--- src/rtl/leaf_credit_tx_if.sv ---
// Bundle for the leaf transmit path: user streams in, BFT packets out, and BFT control packets back in.
// The master side drives users and BFT control. The slave side is the transmitter.
interface leaf_credit_tx_if #(
  parameter int PACKET_BITS  = 49,
  parameter int PAYLOAD_BITS = 32,
  parameter int NUM_IN_PORTS = 4
) ();
  logic [PACKET_BITS-1:0]               din_leaf_bft2interface;
  logic [PACKET_BITS-1:0]               dout_leaf_interface2bft;
  logic                                 resend;
  logic [NUM_IN_PORTS*PAYLOAD_BITS-1:0] din_leaf_user2interface;
  logic [NUM_IN_PORTS-1:0]              vld_user2interface;
  logic [NUM_IN_PORTS-1:0]              ack_interface2user;

  modport master (
    output din_leaf_bft2interface, resend, din_leaf_user2interface, vld_user2interface,
    input  dout_leaf_interface2bft, ack_interface2user
  );

  modport slave (
    input  din_leaf_bft2interface, resend, din_leaf_user2interface, vld_user2interface,
    output dout_leaf_interface2bft, ack_interface2user
  );
endinterface

--- src/rtl/leaf_credit_tx.sv ---
// Leaf transmit side: round-robin arbitration over user ap_vld/ap_ack streams into BFT packets.
// Each channel has runtime-programmed destinations and credit flow control, and the last packet can be resent.
module leaf_credit_tx #(
  parameter int PACKET_BITS           = 49,
  parameter int PAYLOAD_BITS          = 32,
  parameter int NUM_LEAF_BITS         = 4,
  parameter int NUM_PORT_BITS         = 4,
  parameter int NUM_ADDR_BITS         = 7,
  parameter int NUM_IN_PORTS          = 4,
  parameter int NUM_BRAM_ADDR_BITS    = 7,
  parameter int FREESPACE_UPDATE_SIZE = 64
) (
  input logic           clk,
  input logic           reset,
  leaf_credit_tx_if.slave bus
);
  localparam int CW       = NUM_BRAM_ADDR_BITS + 1;
  localparam int CRED_MAX = 1 << NUM_BRAM_ADDR_BITS;
  localparam int N        = NUM_IN_PORTS;
  localparam int PW       = NUM_PORT_BITS;

  logic [CW-1:0]            credit_q [N];
  logic [CW-1:0]            credit_d [N];
  logic [NUM_ADDR_BITS-1:0] seq_q    [N];
  logic [NUM_ADDR_BITS-1:0] seq_d    [N];
  logic [NUM_LEAF_BITS-1:0] leaf_q   [N];
  logic [NUM_LEAF_BITS-1:0] leaf_d   [N];
  logic [PW-1:0]            port_q   [N];
  logic [PW-1:0]            port_d   [N];
  logic [N-1:0]             dv_q, dv_d;
  logic [PW-1:0]            rr_q, rr_d;
  logic [PACKET_BITS-1:0]   dout_q, dout_d;
  logic [PACKET_BITS-1:0]   last_q, last_d;
  logic [N-1:0]             ack_q, ack_d;

  logic [PACKET_BITS-1:0] ctrl;
  logic [PW-1:0]          ctrl_ch;
  logic [1:0]             ctrl_op;
  logic                   ctrl_hit, cfg_hit, ret_hit;
  logic                   unused_ctrl;

  assign ctrl        = bus.din_leaf_bft2interface;
  assign ctrl_ch     = ctrl[PW-1:0];
  assign ctrl_op     = ctrl[PAYLOAD_BITS-1 -: 2];
  assign ctrl_hit    = ctrl[PACKET_BITS-1] & ctrl[PACKET_BITS-2] & (int'(ctrl_ch) < N);
  assign cfg_hit     = ctrl_hit & (ctrl_op == 2'b00);
  assign ret_hit     = ctrl_hit & (ctrl_op == 2'b01);
  assign unused_ctrl = ^ctrl;

  // Saturating credit update; a return and a grant in the same cycle combine before saturation.
  function automatic logic [CW-1:0] cred_next(input logic [CW-1:0] c, input logic add, input logic sub);
    logic [31:0] s;
    s = 32'(c) + (add ? 32'(FREESPACE_UPDATE_SIZE) : 32'd0) - (sub ? 32'd1 : 32'd0);
    return (s > 32'(CRED_MAX)) ? CW'(CRED_MAX) : CW'(s);
  endfunction

  logic [N-1:0]           elig;
  logic                   gnt;
  logic [PW-1:0]          gnt_idx;
  logic [PACKET_BITS-1:0] gnt_pkt;
  int                     sel;

  // A channel acked last cycle is still showing the same data, so it sits out one cycle.
  always_comb begin
    for (int i = 0; i < N; i++)
      elig[i] = bus.vld_user2interface[i] & dv_q[i] & (credit_q[i] != '0) & ~ack_q[i];
  end

  always_comb begin
    gnt     = 1'b0;
    gnt_idx = '0;
    gnt_pkt = '0;
    sel     = 0;
    if (!bus.resend) begin
      for (int k = 0; k < N; k++) begin
        sel = (int'(rr_q) + k) % N;
        if (!gnt && elig[sel]) begin
          gnt     = 1'b1;
          gnt_idx = PW'(sel);
          gnt_pkt = {1'b1, 1'b0, leaf_q[sel], port_q[sel], seq_q[sel],
                     bus.din_leaf_user2interface[sel*PAYLOAD_BITS +: PAYLOAD_BITS]};
        end
      end
    end
  end

  always_comb begin
    credit_d = credit_q;
    seq_d    = seq_q;
    leaf_d   = leaf_q;
    port_d   = port_q;
    dv_d     = dv_q;
    rr_d     = rr_q;
    last_d   = last_q;
    ack_d    = '0;
    if (bus.resend) begin
      dout_d = last_q;
    end else if (gnt) begin
      dout_d = gnt_pkt;
      last_d = gnt_pkt;
      rr_d   = (int'(gnt_idx) == N-1) ? '0 : gnt_idx + 1'b1;
    end else begin
      dout_d = {1'b0, dout_q[PACKET_BITS-2:0]};
    end
    for (int i = 0; i < N; i++) begin
      if (gnt && int'(gnt_idx) == i) begin
        ack_d[i] = 1'b1;
        seq_d[i] = seq_q[i] + 1'b1;
      end
      credit_d[i] = cred_next(credit_q[i], ret_hit && int'(ctrl_ch) == i, gnt && int'(gnt_idx) == i);
      if (cfg_hit && int'(ctrl_ch) == i) begin
        leaf_d[i] = ctrl[8 +: NUM_LEAF_BITS];
        port_d[i] = ctrl[16 +: PW];
        dv_d[i]   = 1'b1;
      end
    end
  end

  always_ff @(posedge clk or negedge reset) begin
    if (!reset) begin
      for (int i = 0; i < N; i++) begin
        credit_q[i] <= CW'(CRED_MAX);
        seq_q[i]    <= '0;
        leaf_q[i]   <= '0;
        port_q[i]   <= '0;
      end
      dv_q   <= '0;
      rr_q   <= '0;
      dout_q <= '0;
      last_q <= '0;
      ack_q  <= '0;
    end else begin
      credit_q <= credit_d;
      seq_q    <= seq_d;
      leaf_q   <= leaf_d;
      port_q   <= port_d;
      dv_q     <= dv_d;
      rr_q     <= rr_d;
      dout_q   <= dout_d;
      last_q   <= last_d;
      ack_q    <= ack_d;
    end
  end

  assign bus.dout_leaf_interface2bft = dout_q;
  assign bus.ack_interface2user      = ack_q;
endmodule

--- src/flat_wrapper.sv ---
// flat-port wrapper written by rule: the top's interface ports become plain ports
module leaf_credit_tx_flat 
#(
  parameter int PACKET_BITS           = 49,
  parameter int PAYLOAD_BITS          = 32,
  parameter int NUM_LEAF_BITS         = 4,
  parameter int NUM_PORT_BITS         = 4,
  parameter int NUM_ADDR_BITS         = 7,
  parameter int NUM_IN_PORTS          = 4,
  parameter int NUM_BRAM_ADDR_BITS    = 7,
  parameter int FREESPACE_UPDATE_SIZE = 64
)
  (clk, reset, bus_din_leaf_bft2interface, bus_resend, bus_din_leaf_user2interface, bus_vld_user2interface, bus_dout_leaf_interface2bft, bus_ack_interface2user);
  leaf_credit_tx_if #(.PACKET_BITS(PACKET_BITS), .PAYLOAD_BITS(PAYLOAD_BITS), .NUM_IN_PORTS(NUM_IN_PORTS)) bus_i ();
  input logic clk;
  input logic reset;
  input wire logic [$bits(bus_i.din_leaf_bft2interface)-1:0] bus_din_leaf_bft2interface;
  input wire logic [$bits(bus_i.resend)-1:0] bus_resend;
  input wire logic [$bits(bus_i.din_leaf_user2interface)-1:0] bus_din_leaf_user2interface;
  input wire logic [$bits(bus_i.vld_user2interface)-1:0] bus_vld_user2interface;
  output wire logic [$bits(bus_i.dout_leaf_interface2bft)-1:0] bus_dout_leaf_interface2bft;
  output wire logic [$bits(bus_i.ack_interface2user)-1:0] bus_ack_interface2user;
  assign bus_i.din_leaf_bft2interface = bus_din_leaf_bft2interface;
  assign bus_i.resend = bus_resend;
  assign bus_i.din_leaf_user2interface = bus_din_leaf_user2interface;
  assign bus_i.vld_user2interface = bus_vld_user2interface;
  assign bus_dout_leaf_interface2bft = bus_i.dout_leaf_interface2bft;
  assign bus_ack_interface2user = bus_i.ack_interface2user;
  leaf_credit_tx #(.PACKET_BITS(PACKET_BITS), .PAYLOAD_BITS(PAYLOAD_BITS), .NUM_LEAF_BITS(NUM_LEAF_BITS), .NUM_PORT_BITS(NUM_PORT_BITS), .NUM_ADDR_BITS(NUM_ADDR_BITS), .NUM_IN_PORTS(NUM_IN_PORTS), .NUM_BRAM_ADDR_BITS(NUM_BRAM_ADDR_BITS), .FREESPACE_UPDATE_SIZE(FREESPACE_UPDATE_SIZE)) u_core (.clk(clk), .reset(reset), .bus(bus_i));
endmodule
--- config.mk ---
export PLATFORM = sky130hd
export DESIGN_NAME = leaf_credit_tx_flat
export DESIGN_NICKNAME = d
export VERILOG_FILES = /design/src/rtl/leaf_credit_tx_if.sv /design/src/rtl/leaf_credit_tx.sv /design/src/flat_wrapper.sv
export SDC_FILE = /design/constraint.sdc
export NUM_CORES = 1
export LEC_CHECK = 0
export BUFFER_PORTS_ARGS = -buffer_cell sky130_fd_sc_hd__buf_2
export CAP_MARGIN = 30
export CELL_PAD_IN_SITES_DETAIL_PLACEMENT = 2
export CELL_PAD_IN_SITES_GLOBAL_PLACEMENT = 2
export CORE_MARGIN = 5
export CORE_UTILIZATION = 36
export DETAILED_ROUTE_END_ITERATION = 8
export GPL_ROUTABILITY_DRIVEN = 0
export PLACE_DENSITY = 0.9
export SYNTH_ARGS = -nofsm -noshare
export SYNTH_HDL_FRONTEND = slang
export SYNTH_SLANG_ARGS = --single-unit
--- constraint.sdc ---
create_clock -name clk -period 6.4 [get_ports clk]
set_input_delay 0.64 -clock clk [delete_from_list [all_inputs] [get_ports clk]]
set_output_delay 0.64 -clock clk [all_outputs]
set_load 0.02 [all_outputs]
== After elaboration in Yosys (flattened, before gate mapping) ==
Index checks and enable logic that the tools add are counted.
Operators by class
  $add $sub $neg: 16
  order comparisons: 13
  equal/unequal tests: 7
  shifts and indexed selects: 4
  mux-type cells: 83
  bitwise logic cells: 28
  reductions and logical operators: 30
Operator list (count)
  128-bit by 8-bit variable part select with 32-bit output: 4
  49-bit 2-to-1 mux: 6
  8-bit by 32-bit adder with 32-bit output: 4
  32-bit by 3-bit >= comparator with 1-bit output (second input constant): 4
  32-bit by 8-bit greater-than comparator with 1-bit output (second input constant): 4
  32-bit subtractor: 4
  32-bit inverter: 3
  7-bit 2-to-1 mux: 12
  4-bit 2-to-1 mux: 20
  4-bit binary-select mux with 2-bit select: 8
  7-bit binary-select mux with 2-bit select: 4
  8-bit 2-to-1 mux: 4
  2-bit inverter with 32-bit output: 1
  8-bit nonzero test: 4
  7-bit by 1-bit adder with 7-bit output (second input constant): 4
  1-bit 2-to-1 mux: 23
  1-bit AND: 16
  4-bit by 3-bit equality test with 1-bit output (second input constant): 4
  1-bit logical AND: 15
  3-bit by 4-bit less-than comparator with 1-bit output (second input constant): 3
  1-bit binary-select mux with 2-bit select: 4
  4-bit by 2-bit equality test with 1-bit output (second input constant): 2
  4-bit zero test: 2
  2-bit OR reduction: 3
  other kinds (12): 23
Storage, ports and cells
  register bits after elaboration: 200
  input bits: 184
  logic and storage cells: 206

== Depth between registers and ports, before layout ==
  depth after elaboration: 25
  depth in mapped cells: 25
  mapped depth without buffers: 24

== Worst setup path before layout ==
Ideal clock, no wire load.
  path type: register to register
  start: reg u_core.rr_q[1]
  end: reg u_core.credit_q[4] in the netlist's numbering
  library setup time: 0.072 ns
  arrival time: 4.539 ns
  required time: 6.328 ns
  slack: 1.790 ns
  cell stages (with the launch flop): 26
  path buffers: 6
  clock period less this slack: 4.610 ns
  path through: dfrtp_1 -> buf_2 -> buf_2 -> buf_2 -> buf_2 -> clkbuf_1 -> o21ai_0 -> a22oi_1 -> o21ai_0 -> nor2_1 -> ha_1 -> and2_1 -> clkbuf_1 -> ha_1 -> inv_1 -> ha_1 -> a21oi_1 -> o21bai_1 -> a211oi_1 -> o21bai_1 -> a21oi_1 -> ha_1 -> nor2b_1 -> o311ai_0 -> or2_2 -> nor2_1
RTL lines
  from (decl): line leaf_credit_tx.sv:31  | logic [PW-1:0] rr_q, rr_d;
  from (signal assigned): line leaf_credit_tx.sv:138  | rr_q <= rr_d;
  to (signal, indexed assignment): line leaf_credit_tx.sv:122  | credit_q[i] <= CW'(CRED_MAX);
  to (signal assigned): line leaf_credit_tx.sv:133  | credit_q <= credit_d;
  to (decl): line leaf_credit_tx.sv:22  | logic [CW-1:0] credit_q [N];

==> run_results.csv <==
group,metric,value,unit
status,status,"finished clean",
clock_network,cts_resized,0,
timing,min_period,6.10,ns
die,fp-row-count,75,
placement,hpwl,41.6,mm
clock_network,cts.clk_slew.worst_paths,0.08,ns
placement,port_buffers,202,
timing,rsz0062_at_grt,"false",
job,drv_cap,0,
timing,fin_skew,0.0142,ns
die,initial_core_util,0.363,
setup_path,criticalPathCategory,"register to register",
logic_synthesis,synth_warnings,0,
finish,nNetsFinal,1958,
power,p_sw,3770,µW
finish,seq_area,4970,µm²
clock_network,worstSkewPairLatency,0.46,ns
logic_synthesis,syn_nets,1832,
clock_network,cts_root_buf,"clkbuf_16",
setup_path,cp-end-kind,"register",
timing,hold_violations,0,
power,swShare,0.491,
global_route,antenna_found_initial,1,
global_route,grt_pass1_vias,16500,
die,dieArea,46400,µm²
global_route,grtUsageTotal,0.256,
finish,n_fill_cell,4528,
logic_synthesis,async_flop_share,1.00,
logic_synthesis,postSynthCellCount,1584,
detailed_routing,wl_per_cell,27.2,µm
placement,dp.cells,2227,
power,finalPower,7690,µW
clock_network,cts_max_level,4,
die,die_w,215,µm
placement,preCtsSetupSlack,0.747,ns
logic_synthesis,synth_cell_types,70,
detailed_routing,vias,14200,
logic_synthesis,synthFlopType,"dfrtp_1",
clock_network,cts_buffer_depth,2,
finish,instances_no_fill,2263,
finish,multiInputGateArea,9470,µm²
die,top_level_ports,237,
power,p_int,3910,µW
die,core,41900,µm²
timing,setup_viol,0,
logic_synthesis,synth_area_per_cell,9.58,µm²
clock_network,hold_buffers,0,
finish,flow.area_growth_from_synthesis,13.7,%
detailed_routing,ant_nets,0,
detailed_routing,drc,0,
timing,fin_ws,0.296,ns
power,ir_drop,0.216,mV
timing,setup-tns-final,0,ns
detailed_routing,drtPass1Iterations,5,
setup_path,crit_fanout,8,
finish,fin_area,17300,µm²
clock_network,cts_tree,"yes",
power,power_density,446,nW/µm²
global_route,grt_pass1_wl,95.5,mm
logic_synthesis,synth_edf_count,0,
setup_path,startpoint_type,"register",
die,die_y,215,µm
timing,slew_violations,0,
logic_synthesis,ys_ff_latch,198,
timing,max_slew_margin,0.325,
timing,fmax,164,MHz
detailed_routing,post_drt_via_cell_ratio,6.29,
setup_path,arrival,6.46,ns
logic_synthesis,seq_area_frac_synth,0.327,
finish,layout-drive-gt1-share,0.264,
power,p_leak,0.00723,µW
timing,fin_crit_sh,0.954,
worst_hold_path,hp-class,"input pin to async pin",
placement,place_area,16600,µm²
global_route,grt-ovfl-total,0,
power,clkPwrFrac,0.145,
clock_network,post_cts_buffers,0,
setup_path,critical_path_required,6.76,ns
power,combPwrFrac,0.586,
logic_synthesis,syn_area,15200,µm²
clock_network,cts_made_buffers,17,
clock_network,cts_sinks,198,
timing,worst_pin_slew,1.01,ns
global_route,grt_max_degree,102,
detailed_routing,drtIter0Drc,758,
detailed_routing,wirelength,61.6,mm
setup_path,r2r_slack,0.30,ns
power,pwr-share-seq,0.268,
[worst max-delay path: stages (launching register included)]
cell	delay, ns
dfrtp_1	0.42
inv_1	0.10
ha_1	0.16
or4b_4	0.51
o21a_1	0.28
o21ai_0	0.28
a21oi_1	0.12
or3_1	0.47
inv_1	0.16
ha_1	0.20
and2_1	0.46
ha_1	0.26
inv_1	0.06
ha_1	0.22
a21oi_1	0.23
o21bai_1	0.20
a211oi_1	0.47
o21bai_1	0.15
a21oi_1	0.19
ha_1	0.13
nor2b_1	0.12
o311ai_0	0.24
a21o_1	0.29
nor3b_1	0.26
[power groups by stage]
stage | registers, µW | logic (µW) | clock network [µW]
after floorplan | 2020 | 3050 | 0
after global placement | 2010 | 3940 | 0
after detailed placement | 2060 | 4350 | 0
after CTS | 2050 | 4450 | 1130
after global routing | 2100 | 4830 | 1170
final | 2060 | 4510 | 1120
[metrics by stage]
stage | hold WS, ns | util
final | 0.300 | 0.412
after global routing | 0.363 | 0.412
after CTS | 0.331 | 0.411
after detailed placement | 0.468 | 0.397
after global placement | 0.446 | 0.395
after floorplan | 0.344 | -
[metal layers]
metal,vias to the layer above,global-route usage,share of wire
met5,-,0,0
li1,6256,-,-
met2,405,0.473,0.52
met3,155,0.0426,0.039
met1,7407,0.287,0.40
met4,0,0.114,0.041
[logic make-up (layout without fill, tap and decap cells)]
family / Yosys count / after routing / synth area share
flops: 198 / 198 / 0.327
fa+ha+maj: 64 / 64 / 0.0548
simple gates: 292 / 292 / 0.0901
mux: 282 / 282 / 0.198
compound gates: 515 / 515 / 0.252
other cells: 1 / 2 / 0.000247
xor+xnor: 44 / 44 / 0.0254
buf+inv: 188 / 327 / 0.0530
[cells in the final DEF, fill, tap and decap left out, drive strengths merged, types with 8 or more instances in the layout]
cell type,Yosys,layout
a21oi,76,76
a22oi,53,53
nand3,16,16
a211oi,10,10
a221oi,47,47
o21a,22,22
nor2,96,96
ha,60,60
o221ai,43,43
nor3b,8,8
o21ai,83,83
a32oi,26,26
nor3,18,18
o22ai,26,26
nand4,10,10
a211o,43,43
clkbuf,78,20
a2bb2oi,27,27
mux2i,146,146
a21boi,19,19
dfrtp,194,194
nand2,97,97
inv,63,69
mux2,135,135
xnor2,38,38
o21bai,19,19
nor4,9,9
buf,47,230
[layout make-up]
| class | count | area share |
|---|---|---|
| clock buffer | 18 | 0.0249 |
| tap | 539 | 0.0391 |
| antenna | 1 | 0.000145 |
| inverter | 63 | 0.0137 |
| sequential | 198 | 0.288 |
| clock inverter | 14 | 0.00834 |
| multi-input combinational | 1198 | 0.549 |
| timing repair buffer | 232 | 0.0768 |
[state kept, by name, summed over array words and instances (netlist names)]
register,count
u_core.bus.ack_interface2user,4
u_core.last_q,48
u_core.port_q,16
u_core.dv_q,4
u_core.rr_q,2
u_core.seq_q,28
u_core.leaf_q,16
u_core.credit_q,32
u_core.bus.dout_leaf_interface2bft,48
[synthesized netlist by cell type, drive strengths merged, types with 22 or more instances]
cell type    n  area, µm²
a22oi       53        398
xnor2       38        333
o21ai       83        430
clkbuf      78        293
o21a        22        165
o221ai      43        377
buf         47        275
dfrtp      194       4850
a2bb2oi     27        236
a221oi      47        443
ha          60        751
a21oi       76        384
mux2i      146       1460
o22ai       26        163
mux2       135       1520
a32oi       26        228
a211o       43        377
inv         63        236
nor2        96        360
nand2       97        367
[path summary, 6_finish.rpt]
kind	to	startpoint	depth (start not counted)
max	u_core.credit_q[1]	u_core.credit_q[18]	23
min	u_core.port_q[13]	reset	1
max reg2reg	u_core.credit_q[1]	u_core.credit_q[18]	23
min reg2reg	u_core.dv_q[1]	u_core.dv_q[1]	1
max in group asynchronous	u_core.seq_q[22]	reset	2
min in group clk	u_core.leaf_q[11]	bus_din_leaf_bft2interface[11]	2
No activity file was read; power rests on OpenSTA's default activity.
